===== config.mk =====
export PLATFORM = sky130hd
export DESIGN_NAME = branch_cond_unit
export DESIGN_NICKNAME = d
export VERILOG_FILES = /design/src/rtl/sparc_pkg.sv /design/src/rtl/icc_cond_eval.sv /design/src/rtl/branch_cond_unit.sv
export SDC_FILE = /design/constraint.sdc
export NUM_CORES = 1
export LEC_CHECK = 0
export ABC_CLOCK_PERIOD_IN_PS = 3600
export CAP_MARGIN = 10
export CORE_MARGIN = 10
export CORE_UTILIZATION = 49
export CTS_BUF_LIST = sky130_fd_sc_hd__clkbuf_8
export DETAILED_ROUTE_END_ITERATION = 8
export PLACE_DENSITY = 0.82
export SETUP_SLACK_MARGIN = 0.2
export SLEW_MARGIN = 20
export SYNTH_ARGS = -nofsm -noshare
export SYNTH_HDL_FRONTEND = slang
export SYNTH_SLANG_ARGS = --single-unit
export TNS_END_PERCENT = 100

===== constraint.sdc =====
create_clock -name clk -period 3.6 [get_ports clk]
set_clock_uncertainty 0.1 [all_clocks]
set_input_delay 0.72 -clock clk [delete_from_list [all_inputs] [get_ports clk]]
set_output_delay 0.72 -clock clk [all_outputs]
set_load 0.05 [all_outputs]

===== src/rtl/sparc_pkg.sv =====
// rtl/sparc_pkg.sv - shared SPARC integer condition code definitions
package sparc_pkg;

  // Bit positions of the flags inside the 4-bit icc vector {N,Z,V,C}
  localparam int ICC_N = 3;
  localparam int ICC_Z = 2;
  localparam int ICC_V = 1;
  localparam int ICC_C = 0;

  // Bicc cond field encodings, instr[28:25]
  localparam logic [3:0] COND_BN   = 4'b0000;
  localparam logic [3:0] COND_BE   = 4'b0001;
  localparam logic [3:0] COND_BLE  = 4'b0010;
  localparam logic [3:0] COND_BL   = 4'b0011;
  localparam logic [3:0] COND_BLEU = 4'b0100;
  localparam logic [3:0] COND_BCS  = 4'b0101;
  localparam logic [3:0] COND_BNEG = 4'b0110;
  localparam logic [3:0] COND_BVS  = 4'b0111;
  localparam logic [3:0] COND_BA   = 4'b1000;
  localparam logic [3:0] COND_BNE  = 4'b1001;
  localparam logic [3:0] COND_BG   = 4'b1010;
  localparam logic [3:0] COND_BGE  = 4'b1011;
  localparam logic [3:0] COND_BGU  = 4'b1100;
  localparam logic [3:0] COND_BCC  = 4'b1101;
  localparam logic [3:0] COND_BPOS = 4'b1110;
  localparam logic [3:0] COND_BVC  = 4'b1111;

  // Branch sequencing state: no branch pending, delay slot executing,
  // delay slot annulled
  typedef enum logic [1:0] {
    IDLE  = 2'b00,
    DS    = 2'b01,
    ANNUL = 2'b10
  } br_state_e;

endpackage


===== src/rtl/icc_cond_eval.sv =====
// rtl/icc_cond_eval.sv - combinational Bicc/Ticc condition evaluator
module icc_cond_eval
  import sparc_pkg::*;
(
  input  logic [3:0] cond,
  input  logic [3:0] flags,
  output logic       true
);

  logic n, z, v, c;
  logic base;

  assign n = flags[ICC_N];
  assign z = flags[ICC_Z];
  assign v = flags[ICC_V];
  assign c = flags[ICC_C];

  // Low three cond bits select the test; cond[3] inverts it, which turns
  // "never" into "always" and each test into its complement.
  always_comb begin
    base = 1'b0;
    case (cond[2:0])
      3'b000:  base = 1'b0;
      3'b001:  base = z;
      3'b010:  base = z | (n ^ v);
      3'b011:  base = n ^ v;
      3'b100:  base = c | z;
      3'b101:  base = c;
      3'b110:  base = n;
      3'b111:  base = v;
      default: base = 1'b0;
    endcase
  end

  assign true = cond[3] ? ~base : base;

endmodule


===== src/rtl/branch_cond_unit.sv =====
// rtl/branch_cond_unit.sv - Bicc condition evaluation, delay-slot control and counters
module branch_cond_unit
  import sparc_pkg::*;
#(
  parameter int CNT_W = 16
) (
  input  logic             clk,
  input  logic             clr,
  input  logic             stall,
  input  logic             br_valid,
  input  logic [3:0]       cond,
  input  logic             annul,
  input  logic [3:0]       icc,
  input  logic             icc_wr_en,
  input  logic [3:0]       icc_wr_data,
  output logic             taken,
  output logic             squash_ds,
  output logic             in_ds,
  output logic [CNT_W-1:0] br_cnt,
  output logic [CNT_W-1:0] taken_cnt
);

  localparam logic [CNT_W-1:0] CNT_MAX = {CNT_W{1'b1}};

  br_state_e  state, state_next;
  logic [3:0] eff_flags;
  logic       cond_true;
  logic       accept;
  logic       go_annul;

  // A PSR write in this same cycle wins over the stored flags
  assign eff_flags = icc_wr_en ? icc_wr_data : icc;

  icc_cond_eval u_eval (
    .cond  (cond),
    .flags (eff_flags),
    .true  (cond_true)
  );

  // An instruction sitting in an annulled slot is not a real branch
  assign accept   = br_valid & ~stall & (state != ANNUL);
  assign go_annul = annul & (~cond_true | (cond == COND_BA));

  // State register
  always_ff @(posedge clk) begin
    if (clr) state <= IDLE;
    else     state <= state_next;
  end

  // Next-state: track whether the instruction following a branch runs or is squashed
  always_comb begin
    state_next = state;
    if (!stall) begin
      case (state)
        IDLE:    state_next = accept ? (go_annul ? ANNUL : DS) : IDLE;
        DS:      state_next = accept ? (go_annul ? ANNUL : DS) : IDLE;
        ANNUL:   state_next = IDLE;
        default: state_next = IDLE;
      endcase
    end
  end

  assign in_ds     = (state != IDLE);
  assign squash_ds = (state == ANNUL);

  // Taken pulse aligned with the delay slot; held through a stall
  always_ff @(posedge clk) begin
    if (clr)         taken <= 1'b0;
    else if (!stall) taken <= accept & cond_true;
  end

  // Saturating performance counters
  always_ff @(posedge clk) begin
    if (clr) begin
      br_cnt    <= '0;
      taken_cnt <= '0;
    end else begin
      if (accept && br_cnt != CNT_MAX)
        br_cnt <= br_cnt + CNT_W'(1);
      if (accept && cond_true && taken_cnt != CNT_MAX)
        taken_cnt <= taken_cnt + CNT_W'(1);
    end
  end

endmodule


==> results.toml, run 1 <==
[worst_setup_path]
slowest_delay_ns = 0.52
crit_family = "simple AND/OR/NAND/NOR gates"
cp.buffers_inverters = 1
worstPathCellList = "clkdlybuf4s50_1 > or3b_1 > a311oi_1 > a211oi_1 > and3b_1 > or3_4 > nor4_1 > mux2_1"
end_kind = "register"
crit_cells = 8
r2r-end = "taken_cnt[12]$_SDFFE_PP0P_"
cp.required_ns = 3.67
cp_slowest_cell = "clkdlybuf4s50_1"
r2r_cells = 6
critPathKind = "primary input to register"
crit_fanout = 30
start_kind = "primary input"
r2r_setup_slack_ns = 1.19
cp-startpoint = "cond[0]"
arrival_ns = 3.30
cp-endpoint = "taken_cnt[14]$_SDFFE_PP0P_"
r2r-start = "taken_cnt[0]$_SDFFE_PP0P_"

[pwr]
combPwrFrac_pct = 12.6
power_mw = 0.753
ir_worst_vdd_v = 0.000244
switchingPower_mw = 0.189
p_leak_nw = 0.833
power_frac_seq_pct = 52.6
powerDensity_nw_per_um2 = 304
pwr-share-clk_pct = 34.9
swShare_pct = 25.1
p_int_mw = 0.564

[clock_network]
htree_levels = 2
cts_tree = "built"
cts.sinks = 35
clkLatencyLatePin_ns = 0.28
clockRootBuffer = "clkbuf_8"
clk_pin_slew_ns = 0.07
cts_resized = 0
cts_setup_buffers = 0
cts_buffers = 5
clockBufferDepth = 2
hold_buffers = 0

[sta]
timing.slew.headroom_pct = 56.2
hold_viol_final = 0
slew_violations = 0
tightest_slew_ns = 0.657
setup_viol = 0
setup_tns_ns = 0
period_needed_ns = 3.23
fmax_mhz = 310
rsz0062_at_grt = "no"
post-route-period-util_pct = 89.6

[global_route]
grt_pass1_wl_mm = 7.79
overflow = 0
grt_pass1_vias = 1719
track_usage_pct = 14.5
grt_max_degree = 31
antenna_found_initial = 0

[synth]
yosys_warnings = 0
synthesis.nets = 240
ys_types = 39
ys_seq_area_share_pct = 38.1
synth_seq_cells = 35
syn-cell-area_sq_um = 1840
synthCells = 220
ys.flop_type = "dfxtp_1"
async_reset_ff_share_pct = 0
synth_edf_count = 0
syn_avg_cell_area_sq_um = 8.37

[place]
port_buffers = 52
place.gp.congestion = 0.816
dp_hpwl_mm = 3.47

[floorplan]
start_util_pct = 50.7
core_region_area_sq_um = 3630
dieArea_sq_um = 6610
placementRows = 22
die_h_um = 81.3
pin_count = 53
die_w_um = 81.3

[layout]
syn2layout_area_growth_pct = 34.7
layout.nets = 292
drive_gt1_share_pct = 5.49
diodes = 0

[drt]
num_vias = 1797
wl_per_cell_um = 14.3
routed_wl_mm = 4.60
dr.pass1.iters = 4
drc_errors = 0
drt_iter0_markers = 156
via_per_inst = 5.60
ant_nets = 0

[flow_run]
drv_cap = 0

[run_status]
status = "finished, final reports clean"

[min_path]
hold_class = "register to register"
-- how the worst min path moves through the flow --
| stage | from | to | slack [ns] | cells after the start |
|---|---|---|---|---|
| 2_1_floorplan | state[0]$_SDFFE_PP0N_ | state[0]$_SDFFE_PP0N_ | 0.35 | 2 |
| 3_3_place_gp | taken$_SDFFE_PP0N_ | taken$_SDFFE_PP0N_ | 0.37 | 2 |
| 3_5_place_dp | taken$_SDFFE_PP0N_ | taken$_SDFFE_PP0N_ | 0.37 | 2 |
| 4_1_cts | taken$_SDFFE_PP0N_ | taken$_SDFFE_PP0N_ | 0.38 | 2 |
| 5_1_grt | taken_cnt[6]$_SDFFE_PP0P_ | taken_cnt[6]$_SDFFE_PP0P_ | 0.42 | 2 |
| 6_report | taken$_SDFFE_PP0N_ | taken$_SDFFE_PP0N_ | 0.39 | 2 |
-- cell families (layout without fill, tap and decap cells) --
group	after synthesis	count (layout)	share of synthesized area, %
AOI/OAI and AO/OA	44	44	14.8
xor gates and xnor gates	13	13	6.19
adders and majority gates	2	2	1.36
buffers and inverters	16	69	4.15
DFF	35	35	38.1
muxes	8	8	5.23
and+or+nand+nor	102	102	30.2
-- per-layer routing --
metal | share of wire (%) | GRT usage, %
met4 | 1.1 | 4.84
met3 | 8.3 | 6.18
met1 | 42 | 16.6
met5 | 0 | 0
met2 | 48 | 23.9
-- synthesized netlist by cell type, drive strengths merged, types with 3 or more instances --
master  instances  share of area [%]
clkbuf          7                1.4
mux2i           4                2.2
or4            10                4.1
nand2          18                3.7
nand3          14                3.8
o21ai           8                2.2
buf             3                1.5
mux2            3                1.8
or3             7                2.7
dfxtp          35                 38
or3b            3                1.4
and3            3                1.0
inv             6                1.2
nor2b           5                1.7
nor2           21                4.3
nor4            7                2.4
a21oi          17                4.6
xor2            8                3.8
xnor2           5                2.4
nand4           5                1.7
o31ai          11                4.5
-- flip-flops by register name (all words and copies together) (netlist names) --
register   count
taken          1
br_cnt        16
taken_cnt     16
state          2
-- area by class of cell --
cell class              instances  area, sq um
repair buffers                 55          543
multi-input cells             169         1070
fillers                       335         1150
well taps                      48         60.1
clock buffers                   5         68.8
inverters                       6         22.5
clock inverters                 3         12.5
flip-flops and latches         35          701
-- power by group through the flow --
| stage | sequential (mW) | combinational, mW | clock (mW) |
|---|---|---|---|
| after floorplan | 0.415 | 0.0455 | 0 |
| after global placement | 0.405 | 0.0927 | 0 |
| after detailed placement | 0.405 | 0.0939 | 0 |
| after CTS | 0.396 | 0.0943 | 0.272 |
| after global routing | 0.396 | 0.102 | 0.291 |
| final | 0.396 | 0.0946 | 0.263 |
-- tightest hold or removal path, stage by stage, from the launching register on --
cell     delay [ns]
dfxtp_1        0.33
nand2_1        0.06
a21oi_1        0.05
-- per-stage QoR --
stage / hold slack, ns / utilization [%] / cell area [sq um] / setup slack (ns) / cells
floorplan: 0.351 / - / 1840 / 0.680 / 220
global placement: 0.370 / 65.8 / 2390 / 0.124 / 313
detailed placement: 0.368 / 65.8 / 2390 / 0.0697 / 313
CTS: 0.383 / 68.0 / 2470 / 0.372 / 321
global route: 0.421 / 68.2 / 2480 / 0.216 / 321
finish: 0.387 / 68.2 / 2480 / 0.375 / 321
-- placed cells by master (no fill, tap or decap), types with 8 or more instances in the layout --
cell type | netlist | final
clkdlybuf4s50_1 | 0 | 52
dfxtp_1 | 35 | 35
nor2_1 | 21 | 21
nand2_1 | 18 | 18
a21oi_1 | 17 | 17
nand3_1 | 14 | 14
o31ai_1 | 11 | 11
or4_1 | 10 | 10
inv_1 | 6 | 8
o21ai_0 | 8 | 8
xor2_1 | 8 | 8
Note: power is estimated with default switching activity, not from simulation.
==> run 2: changes to the inputs <==
==> constraint.sdc (replaced) <==
create_clock -name clk -period 3.6 [get_ports clk]
set_clock_uncertainty 0.1 [all_clocks]
set_input_delay 0.72 -clock clk [delete_from_list [all_inputs] [get_ports clk]]
set_output_delay 0.72 -clock clk [all_outputs]
set_load 0.01 [all_outputs]
==> results of run 2 <==
The final DEF is identical to that of run 1. Status: finished, final reports clean.
Main changes from that run: total power 0.753 mW -> 0.740 mW; worst IR drop on VDD 0.000244 V -> 0.000243 V
